$ cat src/rtl/wb_pkg.sv
// wb_pkg: definitions shared by the two-master Wishbone arbiter.
//   state_t   : arbiter FSM encoding (idle, master 0 owns, master 1 owns)
//   GNT_*     : one-hot grant patterns, bit0 = master 0
//   WB_AW/DW  : default address / data widths
//   gnt_of()  : state -> one-hot grant decode
package wb_pkg;

  typedef enum logic [1:0] {
    ST_IDLE = 2'd0,
    ST_OWN0 = 2'd1,
    ST_OWN1 = 2'd2
  } state_t;

  localparam logic [1:0] GNT_NONE = 2'b00;
  localparam logic [1:0] GNT_M0   = 2'b01;
  localparam logic [1:0] GNT_M1   = 2'b10;

  localparam int WB_AW = 32;
  localparam int WB_DW = 32;

  function automatic logic [1:0] gnt_of(input state_t s);
    logic [1:0] g;
    g = GNT_NONE;
    case (s)
      ST_OWN0: g = GNT_M0;
      ST_OWN1: g = GNT_M1;
      default: g = GNT_NONE;
    endcase
    return g;
  endfunction

endpackage

$ cat src/rtl/wb_timeout_counter.sv
// wb_timeout_counter: bus-stall watchdog for the arbiter.
//   clk    : system clock, rising edge
//   reset  : asynchronous, active-low
//   en     : a strobe is outstanding this cycle with no acknowledge
//   clr    : the owning master is releasing the bus this cycle
//   expire : combinational; high in the cycle the count reaches TIMEOUT-1
//            while still enabled. TIMEOUT=0 removes the watchdog.
// TIMEOUT must be below 2**TW so the count never wraps.
module wb_timeout_counter
  import wb_pkg::*;
#(
  parameter int TIMEOUT = 255,
  parameter int TW      = 8
) (
  input  logic clk,
  input  logic reset,
  input  logic en,
  input  logic clr,
  output logic expire
);

  generate
    if (TIMEOUT > 0) begin : g_wd
      localparam logic [TW-1:0] LIMIT = TW'(TIMEOUT - 1);
      logic [TW-1:0] r_cnt;

      assign expire = en && (r_cnt == LIMIT);

      // Any cycle without a pending stalled strobe restarts the count, and
      // an expiry restarts it too so a re-granted master gets a full window.
      always_ff @(posedge clk or negedge reset) begin
        if (!reset) begin
          r_cnt <= '0;
        end else if (clr || !en || expire) begin
          r_cnt <= '0;
        end else begin
          r_cnt <= r_cnt + 1'b1;
        end
      end
    end else begin : g_no_wd
      assign expire = 1'b0;
    end
  endgenerate

endmodule

$ cat src/rtl/wb_arbiter2.sv
// wb_arbiter2: two-master, one-slave Wishbone classic arbiter.
//   clk, reset         : clock (rising edge), asynchronous active-low reset
//   m0_* / m1_*        : master ports (adr, dat_w, we, sel, stb, cyc in;
//                        dat_r, ack, err out)
//   s_*                : slave (RAM) port (adr, dat_w, we, sel, stb, cyc out;
//                        dat_r, ack in)
//   gnt                : one-hot current grant, bit0 = master 0
// Round-robin arbitration; the grant is locked for the whole CYC and a
// stalled strobe is aborted with a one-cycle err pulse after TIMEOUT cycles.
module wb_arbiter2
  import wb_pkg::*;
#(
  parameter int AW      = WB_AW,
  parameter int DW      = WB_DW,
  parameter int TIMEOUT = 255,
  parameter int TW      = 8
) (
  input  logic            clk,
  input  logic            reset,
  input  logic [AW-1:0]   m0_adr,
  input  logic [DW-1:0]   m0_dat_w,
  output logic [DW-1:0]   m0_dat_r,
  input  logic            m0_we,
  input  logic [DW/8-1:0] m0_sel,
  input  logic            m0_stb,
  input  logic            m0_cyc,
  output logic            m0_ack,
  output logic            m0_err,
  input  logic [AW-1:0]   m1_adr,
  input  logic [DW-1:0]   m1_dat_w,
  output logic [DW-1:0]   m1_dat_r,
  input  logic            m1_we,
  input  logic [DW/8-1:0] m1_sel,
  input  logic            m1_stb,
  input  logic            m1_cyc,
  output logic            m1_ack,
  output logic            m1_err,
  output logic [AW-1:0]   s_adr,
  output logic [DW-1:0]   s_dat_w,
  input  logic [DW-1:0]   s_dat_r,
  output logic            s_we,
  output logic [DW/8-1:0] s_sel,
  output logic            s_stb,
  output logic            s_cyc,
  input  logic            s_ack,
  output logic [1:0]      gnt
);

  state_t     r_state;
  logic       r_last;   // index of the master that most recently held the bus
  logic [1:0] r_err;
  logic       w_own0;
  logic       w_own1;
  logic       w_wd_en;
  logic       w_wd_clr;
  logic       w_expire;

  assign w_own0 = (r_state == ST_OWN0);
  assign w_own1 = (r_state == ST_OWN1);
  assign gnt    = gnt_of(r_state);

  // Slave-side mux. Strobe is qualified by cyc so the release cycle
  // never presents a stray strobe to the RAM.
  always_comb begin
    s_adr   = '0;
    s_dat_w = '0;
    s_we    = 1'b0;
    s_sel   = '0;
    s_stb   = 1'b0;
    s_cyc   = 1'b0;
    if (w_own0) begin
      s_adr   = m0_adr;
      s_dat_w = m0_dat_w;
      s_we    = m0_we;
      s_sel   = m0_sel;
      s_stb   = m0_stb & m0_cyc;
      s_cyc   = m0_cyc;
    end else if (w_own1) begin
      s_adr   = m1_adr;
      s_dat_w = m1_dat_w;
      s_we    = m1_we;
      s_sel   = m1_sel;
      s_stb   = m1_stb & m1_cyc;
      s_cyc   = m1_cyc;
    end
  end

  // An ack seen while idle reaches nobody.
  assign m0_ack   = w_own0 & s_ack;
  assign m1_ack   = w_own1 & s_ack;
  assign m0_err   = r_err[0];
  assign m1_err   = r_err[1];
  assign m0_dat_r = s_dat_r;
  assign m1_dat_r = s_dat_r;

  // Ack in the expiry cycle masks en, so the ack wins over the timeout.
  assign w_wd_en  = (w_own0 | w_own1) & s_stb & ~s_ack;
  assign w_wd_clr = (w_own0 & ~m0_cyc) | (w_own1 & ~m1_cyc);

  wb_timeout_counter #(
    .TIMEOUT (TIMEOUT),
    .TW      (TW)
  ) u_wd (
    .clk    (clk),
    .reset  (reset),
    .en     (w_wd_en),
    .clr    (w_wd_clr),
    .expire (w_expire)
  );

  always_ff @(posedge clk or negedge reset) begin
    if (!reset) begin
      r_state <= ST_IDLE;
      r_last  <= 1'b1;
      r_err   <= GNT_NONE;
    end else begin
      r_err <= GNT_NONE;
      case (r_state)
        ST_IDLE: begin
          // On a tie the master that did not go last wins.
          if (m0_cyc && m1_cyc) begin
            r_state <= r_last ? ST_OWN0 : ST_OWN1;
          end else if (m0_cyc) begin
            r_state <= ST_OWN0;
          end else if (m1_cyc) begin
            r_state <= ST_OWN1;
          end
        end
        ST_OWN0: begin
          if (w_expire) begin
            r_err   <= GNT_M0;
            r_state <= ST_IDLE;
            r_last  <= 1'b0;
          end else if (!m0_cyc) begin
            r_last  <= 1'b0;
            r_state <= m1_cyc ? ST_OWN1 : ST_IDLE;
          end
        end
        ST_OWN1: begin
          if (w_expire) begin
            r_err   <= GNT_M1;
            r_state <= ST_IDLE;
            r_last  <= 1'b1;
          end else if (!m1_cyc) begin
            r_last  <= 1'b1;
            r_state <= m0_cyc ? ST_OWN0 : ST_IDLE;
          end
        end
        default: r_state <= ST_IDLE;
      endcase
    end
  end

endmodule

$ cat config.mk
export PLATFORM = sky130hd
export DESIGN_NAME = wb_arbiter2
export DESIGN_NICKNAME = d
export VERILOG_FILES = /design/src/rtl/wb_pkg.sv /design/src/rtl/wb_timeout_counter.sv /design/src/rtl/wb_arbiter2.sv
export SDC_FILE = /design/constraint.sdc
export NUM_CORES = 1
export LEC_CHECK = 0
export ABC_CLOCK_PERIOD_IN_PS = 2000
export BUFFER_PORTS_ARGS = -buffer_cell sky130_fd_sc_hd__buf_2
export CAP_MARGIN = 40
export CORE_AREA = 2 2 125 127
export CTS_CLUSTER_DIAMETER = 60
export DETAILED_ROUTE_END_ITERATION = 12
export DIE_AREA = 0 0 127 129
export PLACE_DENSITY = 0.42
export SYNTH_ARGS = -nofsm -noshare
export SYNTH_HDL_FRONTEND = slang
export SYNTH_SLANG_ARGS = --single-unit
$ cat constraint.sdc
create_clock -name clk -period 2 [get_ports clk]
set_input_delay 0.2 -clock clk [delete_from_list [all_inputs] [get_ports clk]]
set_output_delay 0.2 -clock clk [all_outputs]
set_load 0.02 [all_outputs]
==> out/summary.txt, run 1 <==
Status = finished clean
Via-to-Cell Ratio = 4.17
CTS Root Cell = clkbuf_16
Nets = 573
Slew HR = 77.6%
Mapped cell area = 1910 um2
Synthesized flop and latch total = 13
Critical Path Start = r_state[0]$_DFFE_PN0P_
Leak Pwr = 1.79 nW
Initial DRC count = 57
Largest buffer count on any clock path = 2
Worst R2R Start = r_state[1]$_DFFE_PN0P_
Max-Cap Viols = 0
Post-Route WL = 12.0 mm
Die span in y = 129 um
DP HPWL = 9.77 mm
Clk Latency, worst-skew pair = 0.24 ns
Initial core utilization = 12.8%
Worst setup path class = register to primary output
Detailed Routing Iterations Pass 1 = 4
H-tree level count = 1
Rows = 45
Largest net degree at the start of global routing = 40
Setup crit end kind = primary output
Initial antenna violation count = 5
Worst Path Arrival = 1.76 ns
Syn_nets = 412
Pwr dens = 1360 nW/um2
Sink Count = 13
Final GP Congestion = 0.827
Crit start category = register
Post-Syn Area per Cell = 8.39 um2
Fmax = 0.509 GHz
Post-route minimum period = 1.96 ns
CTS tree = done
R2r worst-path depth = 8
Die ar. = 16400 um2
GRT overflow = 0
Worst vdd ir = 0.000630 V
Post-layout util = 21.7%
Worst-path clk slew = 0.05 ns
Final number of setup-violating endpoints = 0
Dpl cells = 563
Io pins = 318
Number of global-route vias before repair = 2394
Synth Instances = 228
Final Skew = 0.00315 ns
R2R Path End = r_last$_DFFE_PN1P_
Total track usage = 12.9%
Seq/Total Area, Yosys = 17.1%
Worst R2R Setup Slack = 0.19 ns
Layout Cells excl Fill = 579
Die width = 127 um
DR WL/cell = 20.7 um
Share of cells above drive strength 1 = 66.0%
Worst slew pin tran = 0.336 ns
Synth-to-layout area growth = 70.2%
Total CTS buffers = 3
Worst-path fanout max = 12
Number of remaining DRC errors = 0
Netlist cell types = 30
Slew Limit Fails = 0
Critical path required time = 1.80 ns
IO Port Bufs = 221
RSZ-0062 raised after global routing = yes
First-pass GRT wire length = 15.6 mm
Core ar. = 15000 um2
Period utilization = 98.2%
Final Hold Viols = 0
Synth Warn # = 0
Total vias in the final route = 2414
Total Power = 4.44 mW
Final ANT Viol Nets = 0
HP Class = input port to asynchronous set/reset pin
-- synth_stat cells --
master	number	share of area (%)
dfstp_2	1	1.4
inv_1	6	1.2
xor2_1	5	2.3
a21oi_1	2	0.52
o21ai_2	1	0.46
nand4b_1	1	0.46
dfrtp_1	12	16
and2_4	1	0.46
and4_1	1	0.46
a221oi_1	1	0.46
clkbuf_1	13	2.6
nand3_1	4	1.0
and2_1	3	0.98
mux2_4	1	0.79
a2bb2oi_1	2	0.92
buf_2	2	0.52
nor2b_1	1	0.33
buf_1	1	0.20
nor2_1	9	1.8
and3_1	3	0.98
xnor2_1	1	0.46
and4_4	1	0.59
buf_4	64	25
a22o_1	69	32
nand4_1	1	0.33
nand2b_1	1	0.33
o21ai_0	4	1.0
o2bb2ai_1	2	0.92
nand2_1	8	1.6
ha_1	7	4.6
-- worst max-delay path, cell delays in order (launching register included) --
cell,delay [ns]
dfrtp_1,0.39
buf_6,0.13
ha_4,0.18
nor2b_4,0.13
buf_12,0.15
buf_12,0.16
a22o_1,0.20
buf_4,0.17
-- through the flow --
step / hold slack [ns] / setup WS (ns) / cell area, um2 / setup TNS [ns]
global placement: 0.113 / 0.0624 / 2800 / 0
finish: 0.389 / 0.0350 / 3250 / 0
global route: 0.400 / -0.0124 / 3250 / -0.0442
floorplan: -0.0956 / 0.0964 / 1910 / 0
CTS: 0.400 / 0.000580 / 3100 / 0
detailed placement: 0.114 / 0.0638 / 2800 / 0
-- repair_timing --
item,in CTS,in global routing
endpoints found under the setup margin,55,51
buffers inserted,4,1
hold buffers,1,0
cloned,2,2
pin swaps,1,8
endpoints found under the hold margin,12,0
resized for setup,19,43
-- flip-flops by register name, indices dropped and copies added, names as in the netlist --
register / count
r_err: 2
r_last: 1
u_wd.g_wd.r_cnt: 8
r_state: 2
-- metal layers --
metal	vias up	global-route usage, %	routed length (um)
met1	1123	16.4	4650
met2	177	20.8	5700
li1	1100	-	-
met4	6	0.323	13
met3	8	6.69	1610
met5	-	0	41
-- how the worst max path moves through the flow --
stage / to / slack, ns / cells after the start
floorplan: s_adr[10] / 0.1 / 5
global placement: s_adr[7] / 0.06 / 6
detailed placement: s_adr[7] / 0.06 / 6
CTS: s_adr[27] / 0.0006 / 8
global route: s_dat_w[11] / -0.01 / 7
finish: s_dat_w[11] / 0.04 / 7
-- cell families (layout without fill, tap and decap cells) --
family,after synthesis,in the layout,synth area share [%]
AOI/OAI and AO/OA,81,81,35.9
buffers and inverters,86,246,29.6
other,0,3,0
muxes,1,1,0.785
xor gates and xnor gates,6,6,2.75
DFF,13,13,17.1
adders and majority gates,7,7,4.58
and+or+nand+nor,34,34,9.29
-- layout make-up --
| type | count | area [um2] |
|---|---|---|
| fill | 1679 | 11700 |
| timing repair buffer | 236 | 1470 |
| multi-input combinational | 129 | 1110 |
| sequential | 13 | 328 |
| tap | 188 | 235 |
| clock buffer | 4 | 78.8 |
| inverter | 6 | 22.5 |
| antenna | 3 | 7.51 |
-- power breakdown --
part	total, mW	switching, mW	internal (mW)
clock	0.378	0.109	0.269
combinational	3.73	2.07	1.66
sequential	0.331	0.0309	0.300
total	4.44	2.21	2.23
-- cell usage in the layout (no fill, tap or decap), types with 5 or more instances in the layout --
master	count
buf_2	192
xor2_1	5
a22o_4	7
buf_4	21
dfrtp_1	11
clkbuf_16	5
nand2_1	8
buf_6	13
a22o_1	62
ha_1	5
nor2_1	9
Power figures use the tool's default switching activity.
==> inputs of run 2 (changes only) <==
CORE_AREA = 2 2 122 124   (was 2 2 125 127)
DIE_AREA = 0 0 124 126   (was 0 0 127 129)
GPL_TIMING_DRIVEN = 0   (was default)
PLACE_DENSITY = 0.45   (was 0.42)
SYNTH_HIERARCHICAL = 1   (was default)
==> run 2 against run 1 <==
  * The run now ends with setup timing left
  * Area after synthesis up 7.9%
  * Synthesized cell count up 14%
  * Clock power down 1%
  * Via count up 26%
  * Routed wire length down 4.8%
  * Highest routed layer is now met4
==> out/summary.txt, run 2 <==
HP Class = input port to register
Final ANT Viol Nets = 0 (unchanged)
Worst R2R Setup Slack = -0.06 ns (-0.25 ns)
Worst setup path class = register to register
Dpl cells = 730 (+30%)
Io pins = 318 (unchanged)
Post-Route WL = 11.4 mm (-4.8%)
Max-Cap Viols = 0 (unchanged)
Worst R2R Start = r_state[0]$_DFFE_PN0P_
Asr flop ratio synth = 100% (unchanged)
DP HPWL = 9.64 mm (-1.4%)
Initial core utilization = 14.4% (+1.6 points)
Post-Syn Area per Cell = 7.91 um2 (-5.7%)
Synthesized flop and latch total = 13 (unchanged)
Mapped cell area = 2060 um2 (+7.9%)
Pre-CTS WS = -0.322 ns (-0.386 ns)
Die width = 124 um (-2.4%)
Seq/Total Area, Yosys = 15.8% (-1.3 points)
Status = complete, but fails checks
Commonest non-fill, non-tap cells in the layout = buf_2 (253), buf_4 (107), a22o_1 (51)
CTS Root Cell = clkbuf_16
Critical path required time = 2.12 ns (+0.32 ns)
Netlist cell types = 38 (+27%)
Cell taking the most area after synthesis = a22o_1
R2R Path End = r_state[0]$_DFFE_PN0P_
Synth-to-layout area growth = 106%
Worst vdd ir = 0.000694 V (+10%)
Fmax = 0.486 GHz (-4.5%)
Via-to-Cell Ratio = 4.07 (-2.3%)
DR WL/cell = 15.3 um (-26%)
Clk Latency, worst-skew pair = 0.24 ns (about the same)
Post-layout util = 29.7% (+8.0 points)
Layout Cells excl Fill = 748 (+29%)
Pwr dens = 1140 nW/um2 (-16%)
Setup crit end kind = register
Synth Instances = 261 (+14%)
Syn_nets = 446 (+8.3%)
Initial DRC count = 72 (+26%)
Post-route minimum period = 2.06 ns (+0.0924 ns)
First-pass GRT wire length = 15.3 mm (-1.9%)
Slew HR = 70.0% (-7.6 points)
Die ar. = 15600 um2 (-4.6%)
Total track usage = 12.7% (-0.26 points)
Worst Path Arrival = 2.18 ns (+0.42 ns)
Layout fillers = 1548 (-7.8%)
Nets = 750 (+31%)
Diodes inserted = 0 (-3)
Leak Pwr = 2.40 nW (+34%)
Slew Limit Fails = 0 (unchanged)
Top flop regs = u_wd/g_wd.r_cnt (8), r_err (2), r_state (2)
Failing checks = setup timing
Final Skew = 0.00125 ns (-0.00190 ns)
Total CTS buffers = 3 (unchanged)
Top cell type's share of synthesized area = 24.2% (-7.4 points)
Largest buffer count on any clock path = 2 (unchanged)
Total vias in the final route = 3047 (+26%)
Commonest non-fill, non-tap cell in the layout = buf_2
GRT overflow = 0 (unchanged)
Worst slew pin tran = 0.451 ns (+0.114 ns)
Number of global-route vias before repair = 2825 (+18%)
Register area = 329 um2 (+0.38%)
IO Port Bufs = 285 (+29%)
Core ar. = 14300 um2 (-4.4%)
Final hold slack = 0.296 ns (-0.0934 ns)
Final number of setup-violating endpoints = 29 (+29)
Rows = 44 (-2.2%)
PnR worst setup slack = -0.0574 ns (-0.0924 ns)
Detailed Routing Iterations Pass 1 = 4 (unchanged)
Worst-path clk slew = 0.04 ns (about the same)
Sink Count = 13 (unchanged)
CTS tree = done
Post-synth EDFFs = 0 (unchanged)
CP endpoint = r_state[0]$_DFFE_PN0P_
Number of remaining DRC errors = 0 (unchanged)
H-tree level count = 1 (unchanged)
Number of flip-flops in the largest register = 8 (unchanged)
Synth Warn # = 6 (+6)
Area taken by multi-input logic gates = 1250 um2 (+12%)
RSZ-0062 raised after global routing = yes
Post-synth top cells = buf_4 (66), a22o_1 (57), nand2_1 (31)
Crit start category = register
Total Power = 4.86 mW (+9.4%)
Initial antenna violation count = 0 (-5)
Most common cell in the synthesized netlist = buf_4
Die span in y = 126 um (-2.3%)
Share of cells above drive strength 1 = 72.9% (+6.9 points)
R2r worst-path depth = 11 (+3)
Top reg by flops = u_wd/g_wd.r_cnt
Period utilization = 103% (+4.6 points)
Largest net degree at the start of global routing = 14 (-65%)
Worst-path fanout max = 4 (-8)
Critical Path Start = r_state[0]$_DFFE_PN0P_
Final GP Congestion = 0.878 (+6.1%)
Final Hold Viols = 0 (unchanged)
Top cells by area, synth = a22o_1 (24%), buf_4 (24%), dfrtp_1 (15%)
Top FF cell, synth = dfrtp_1
-- run 2: worst min-delay path by stage --
stage | startpoint | to | slack (ns) | cells past startpoint
global route | m0_cyc | r_state[0]$_DFFE_PN0P_ | 0.32 | 3
CTS | m0_cyc | r_state[0]$_DFFE_PN0P_ | 0.29 | 3
global placement | reset | u_wd/g_wd.r_cnt[3]$_DFF_PN0_ | 0.1 | 1
detailed placement | reset | u_wd/g_wd.r_cnt[2]$_DFF_PN0_ | 0.11 | 1
floorplan | reset | r_err[0]$_DFF_PN0_ | -0.1 | 0
finish | m0_cyc | r_state[0]$_DFFE_PN0P_ | 0.30 | 3
-- run 2: what timing repair did --
action                                  in CTS  in global routing
endpoints found under the hold margin       12                  0
setup buffers                                7                  5
resized for setup                           47                 30
pin swaps                                    8                 11
cloned                                       0                  2
hold buffers                                 1                  0
endpoints found under the setup margin      78                 68
-- run 2: area by class of cell --
class	instances	area share, %
clock buffers	4	1.86
flip-flops and latches	13	7.75
well taps	184	5.42
plain buffers	81	14.7
multi-input cells	158	29.3
repair buffers	300	40.1
inverters	8	0.884
-- run 2: metal layers --
layer	GRT usage, %	wire length [um]	up-vias
met3	1.99	922	10
met4	3.17	195	0
met1	14.7	4280	1427
met2	23.8	6030	131
li1	-	-	1479
met5	0	0	-
-- run 2: power by group --
group	switching, mW	total [mW]	leakage, nW	internal (mW)
Clock	0.106	0.374	0.0382	0.268
Sequential	0.0371	0.339	0.173	0.302
Combinational	2.28	4.14	2.19	1.86
Total	2.42	4.86	2.40	2.44
-- run 2: cells by family after synthesis --
| group | share of synthesized area (%) |
|---|---|
| and+or+nand+nor | 13.2 |
| buffers and inverters | 31.0 |
| adders and majority gates | 4.85 |
| muxes | 1.52 |
| xor gates and xnor gates | 1.27 |
| DFF | 15.8 |
| AOI/OAI and AO/OA | 32.3 |
-- run 2: stage by stage --
| step | area [um2] | TNS, ns |
|---|---|---|
| 2_1_floorplan | 2110 | -0.276 |
| 3_3_place_gp | 3770 | -1.19 |
| 3_5_place_dp | 3770 | -1.47 |
| 4_1_cts | 4040 | -0.355 |
| 5_1_grt | 4250 | -5.74 |
| 6_report | 4250 | -0.507 |
-- run 2: critical path, cell delays in order (launching register included) --
cell     delay [ns]
dfrtp_2        0.42
inv_4          0.09
ha_4           0.16
nand3_4        0.07
o21ai_4        0.15
and3b_2        0.24
nand4_1        0.18
nor2_4         0.24
inv_2          0.05
a22o_1         0.20
nand3_1        0.07
mux2i_1        0.06
==> inputs of run 3 (changes only) <==
ABC_AREA = 1   (was default)
==> run 3 against run 2 <==
  * Highest routed layer unchanged
  * Largest power group unchanged
  * Fmax increased by 2.3%
  * Sequential power decreased by 2%
  * The flow still finishes with violations (setup timing)
  * Clock power increased by 3%
  * Utilization decreased by 1.2 points
  * Routed wire length decreased by 8.5%
==> out/summary.txt, run 3 <==
Status = complete, but fails checks
Failing checks = setup timing
Rows = 44 (unchanged)
Crit path buffers/inverters = 5 (+3)
Asr flop ratio synth = 100% (unchanged)
Top flop regs = u_wd/g_wd.r_cnt (8), r_err (2), r_state (2)
HP Class = input port to asynchronous set/reset pin
Netlist cell types = 21 (-45%)
Number of flip-flops in the largest register = 8 (unchanged)
Synthesized flop and latch total = 13 (unchanged)
Mapped cell area = 2070 um2 (+0.55%)
Top cell type's share of synthesized area = 29.6% (+5.4 points)
Initial core utilization = 14.5% (+0.079 points)
Commonest non-fill, non-tap cells in the layout = buf_2 (291), buf_4 (84), a22o_1 (70)
Synth-to-layout area growth = 96.7%
Final GP Congestion = 0.766 (-13%)
Slew Limit Fails = 0 (unchanged)
Final ANT Viol Nets = 0 (unchanged)
Core ar. = 14300 um2 (unchanged)
Leak Pwr = 2.44 nW (+1.6%)
RSZ-0062 raised after global routing = yes
First-pass GRT wire length = 14.4 mm (-5.8%)
Initial DRC count = 85 (+18%)
Io pins = 318 (unchanged)
Final Hold Viols = 0 (unchanged)
Synth Warn # = 6 (unchanged)
Top cells by area, synth = a22o_1 (30%), buf_4 (25%), dfrtp_1 (14%)
DP HPWL = 8.84 mm (-8.2%)
Die ar. = 15600 um2 (unchanged)
Die span in y = 126 um (unchanged)
Critical path required time = 2.13 ns (about the same)
Worst slew pin tran = 0.320 ns (-0.131 ns)
Via-to-Cell Ratio = 3.90 (-4.4%)
Clk Latency, worst-skew pair = 0.24 ns (about the same)
Cell taking the most area after synthesis = a22o_1
Pwr dens = 1050 nW/um2 (-7.8%)
Critical-path top delay cell = dfrtp_2
Worst-path fanout max = 5 (+1)
PnR worst setup slack = -0.0117 ns (+0.0457 ns)
Synth Instances = 260 (-0.38%)
Final number of setup-violating endpoints = 2 (-93%)
Slew HR = 78.7% (+8.7 points)
Number of remaining DRC errors = 0 (unchanged)
Worst-path clk slew = 0.05 ns (about the same)
Most common cell in the synthesized netlist = a22o_1
TNS Setup = -0.0214 ns (+0.485 ns)
CTS Root Cell = clkbuf_16
Post-synth top cells = a22o_1 (70), buf_4 (69), nand2_1 (29)
Total track usage = 11.8% (-0.90 points)
Post-route minimum period = 2.01 ns (-0.0457 ns)
Number of global-route vias before repair = 2686 (-4.9%)
Register area = 329 um2 (unchanged)
Final Skew = 0.00522 ns (+0.00397 ns)
Worst stage delay on the critical path = 0.46 ns (+0.04 ns)
Seq/Total Area, Yosys = 15.7% (-0.086 points)
Nets = 754 (+0.53%)
Syn_nets = 445 (-0.22%)
Top FF cell, synth = dfrtp_1
Top delay family on crit path = simple AND/OR/NAND/NOR gates
Layout fillers = 1568 (+1.3%)
Pre-CTS WS = -0.538 ns (-0.216 ns)
Period utilization = 101% (-2.3 points)
Worst vdd ir = 0.000419 V (-40%)
Area taken by multi-input logic gates = 1190 um2 (-4.8%)
Sink Count = 13 (unchanged)
Post-Syn Area per Cell = 7.98 um2 (+0.93%)
Crit start category = register
CTS tree = done
IO Port Bufs = 285 (unchanged)
Max-Cap Viols = 0 (unchanged)
Total vias in the final route = 2937 (-3.6%)
Total CTS buffers = 3 (unchanged)
Largest net degree at the start of global routing = 14 (unchanged)
Initial antenna violation count = 2 (+2)
H-tree level count = 1 (unchanged)
Commonest non-fill, non-tap cell in the layout = buf_2
Post-synth EDFFs = 0 (unchanged)
GRT overflow = 0 (unchanged)
Share of cells above drive strength 1 = 73.4% (+0.54 points)
Worst Path Arrival = 2.15 ns (-0.03 ns)
Worst setup path class = register to register
CP Cell Sequence = inv_2, ha_4, inv_4, nor2_8, nand3_2, nand2_4, nand2_4, nor2_4, nand2_1, nor2_2, nand2_2, inv_2, inv_4, nand3_4, nand2_4, nor2_4, inv_2, nand2_1, nand2_1
Die width = 124 um (unchanged)
Top reg by flops = u_wd/g_wd.r_cnt
Detailed Routing Iterations Pass 1 = 4 (unchanged)
Setup crit end kind = register
Fmax = 0.497 GHz (+2.3%)
Largest buffer count on any clock path = 2 (unchanged)
Post-Route WL = 10.5 mm (-8.5%)
DR WL/cell = 13.9 um (-9.2%)
## run 3: final timing paths
| check | from | depth (start not counted) | slack [ns] | endpoint |
|---|---|---|---|---|
| setup / recovery | r_state[0]$_DFFE_PN0P_ | 19 | -0.01 | r_state[1]$_DFFE_PN0P_ |
| hold / removal | reset | 2 | 0.40 | r_err[0]$_DFF_PN0_ |
| setup reg to reg | r_state[0]$_DFFE_PN0P_ | 19 | -0.01 | r_state[1]$_DFFE_PN0P_ |
| hold reg to reg | r_last$_DFFE_PN1P_ | 2 | 0.48 | r_last$_DFFE_PN1P_ |
| max in group asynchronous | reset | 2 | 1.32 | r_last$_DFFE_PN1P_ |
| min in group clk | m0_cyc | 5 | 0.41 | r_state[0]$_DFFE_PN0P_ |
## run 3: cell type report
class                      instances  share of cell area (%)
clock buffer                       4                    1.93
inverter                          17                    1.69
antenna                            2                   0.123
buffer                            79                    14.7
multi-input combinational        150                    29.1
timing repair buffer             305                    38.8
tap                              184                    5.64
sequential                        13                    8.06
## run 3: per-stage QoR
stage / utilization [%] / power, mW / area (um2) / hold slack [ns] / cells
5_1_grt: 28.5 / 4.62 / 4080 / 0.436 / 753
4_1_cts: 28.0 / 4.28 / 4010 / 0.383 / 748
2_1_floorplan: - / 2.60 / 2110 / -0.0956 / 260
3_5_place_dp: 26.3 / 3.67 / 3770 / 0.116 / 729
6_report: 28.5 / 4.30 / 4080 / 0.397 / 754
3_3_place_gp: 26.3 / 3.67 / 3770 / 0.113 / 729
## run 3: routing by layer
layer  vias up  track usage, %  part of all wire, %
met4         0            1.59                 0.53
li1       1471               -                    -
met3         4            1.22                  6.1
met1      1340            14.8                   41
met2       122            21.8                   52
met5         -               0                    0
## run 3: logic make-up (layout without fill, tap and decap cells)
| kind of cell | after synthesis | count (layout) | share of synthesized area [%] |
|---|---|---|---|
| buffers and inverters | 97 | 405 | 31.9 |
| DFF | 13 | 13 | 15.7 |
| and+or+nand+nor | 66 | 66 | 15.9 |
| other | 0 | 2 | 0 |
| xor gates and xnor gates | 3 | 3 | 1.27 |
| AOI/OAI and AO/OA | 73 | 73 | 30.4 |
| adders and majority gates | 8 | 8 | 4.83 |
## run 3: timing repair
item | CTS | global route
hold buffers | 1 | 0
setup endpoints to repair | 83 | 44
pin swaps | 10 | 3
buffers inserted | 15 | 4
cloned | 0 | 0
endpoints found under the hold margin | 12 | 0
resized for setup | 11 | 9
## run 3: power breakdown
group / internal (mW) / leakage (nW) / switching (mW)
Sequential: 0.300 / 0.173 / 0.0321
Clock: 0.269 / 0.0382 / 0.116
Combinational: 1.51 / 2.23 / 2.08
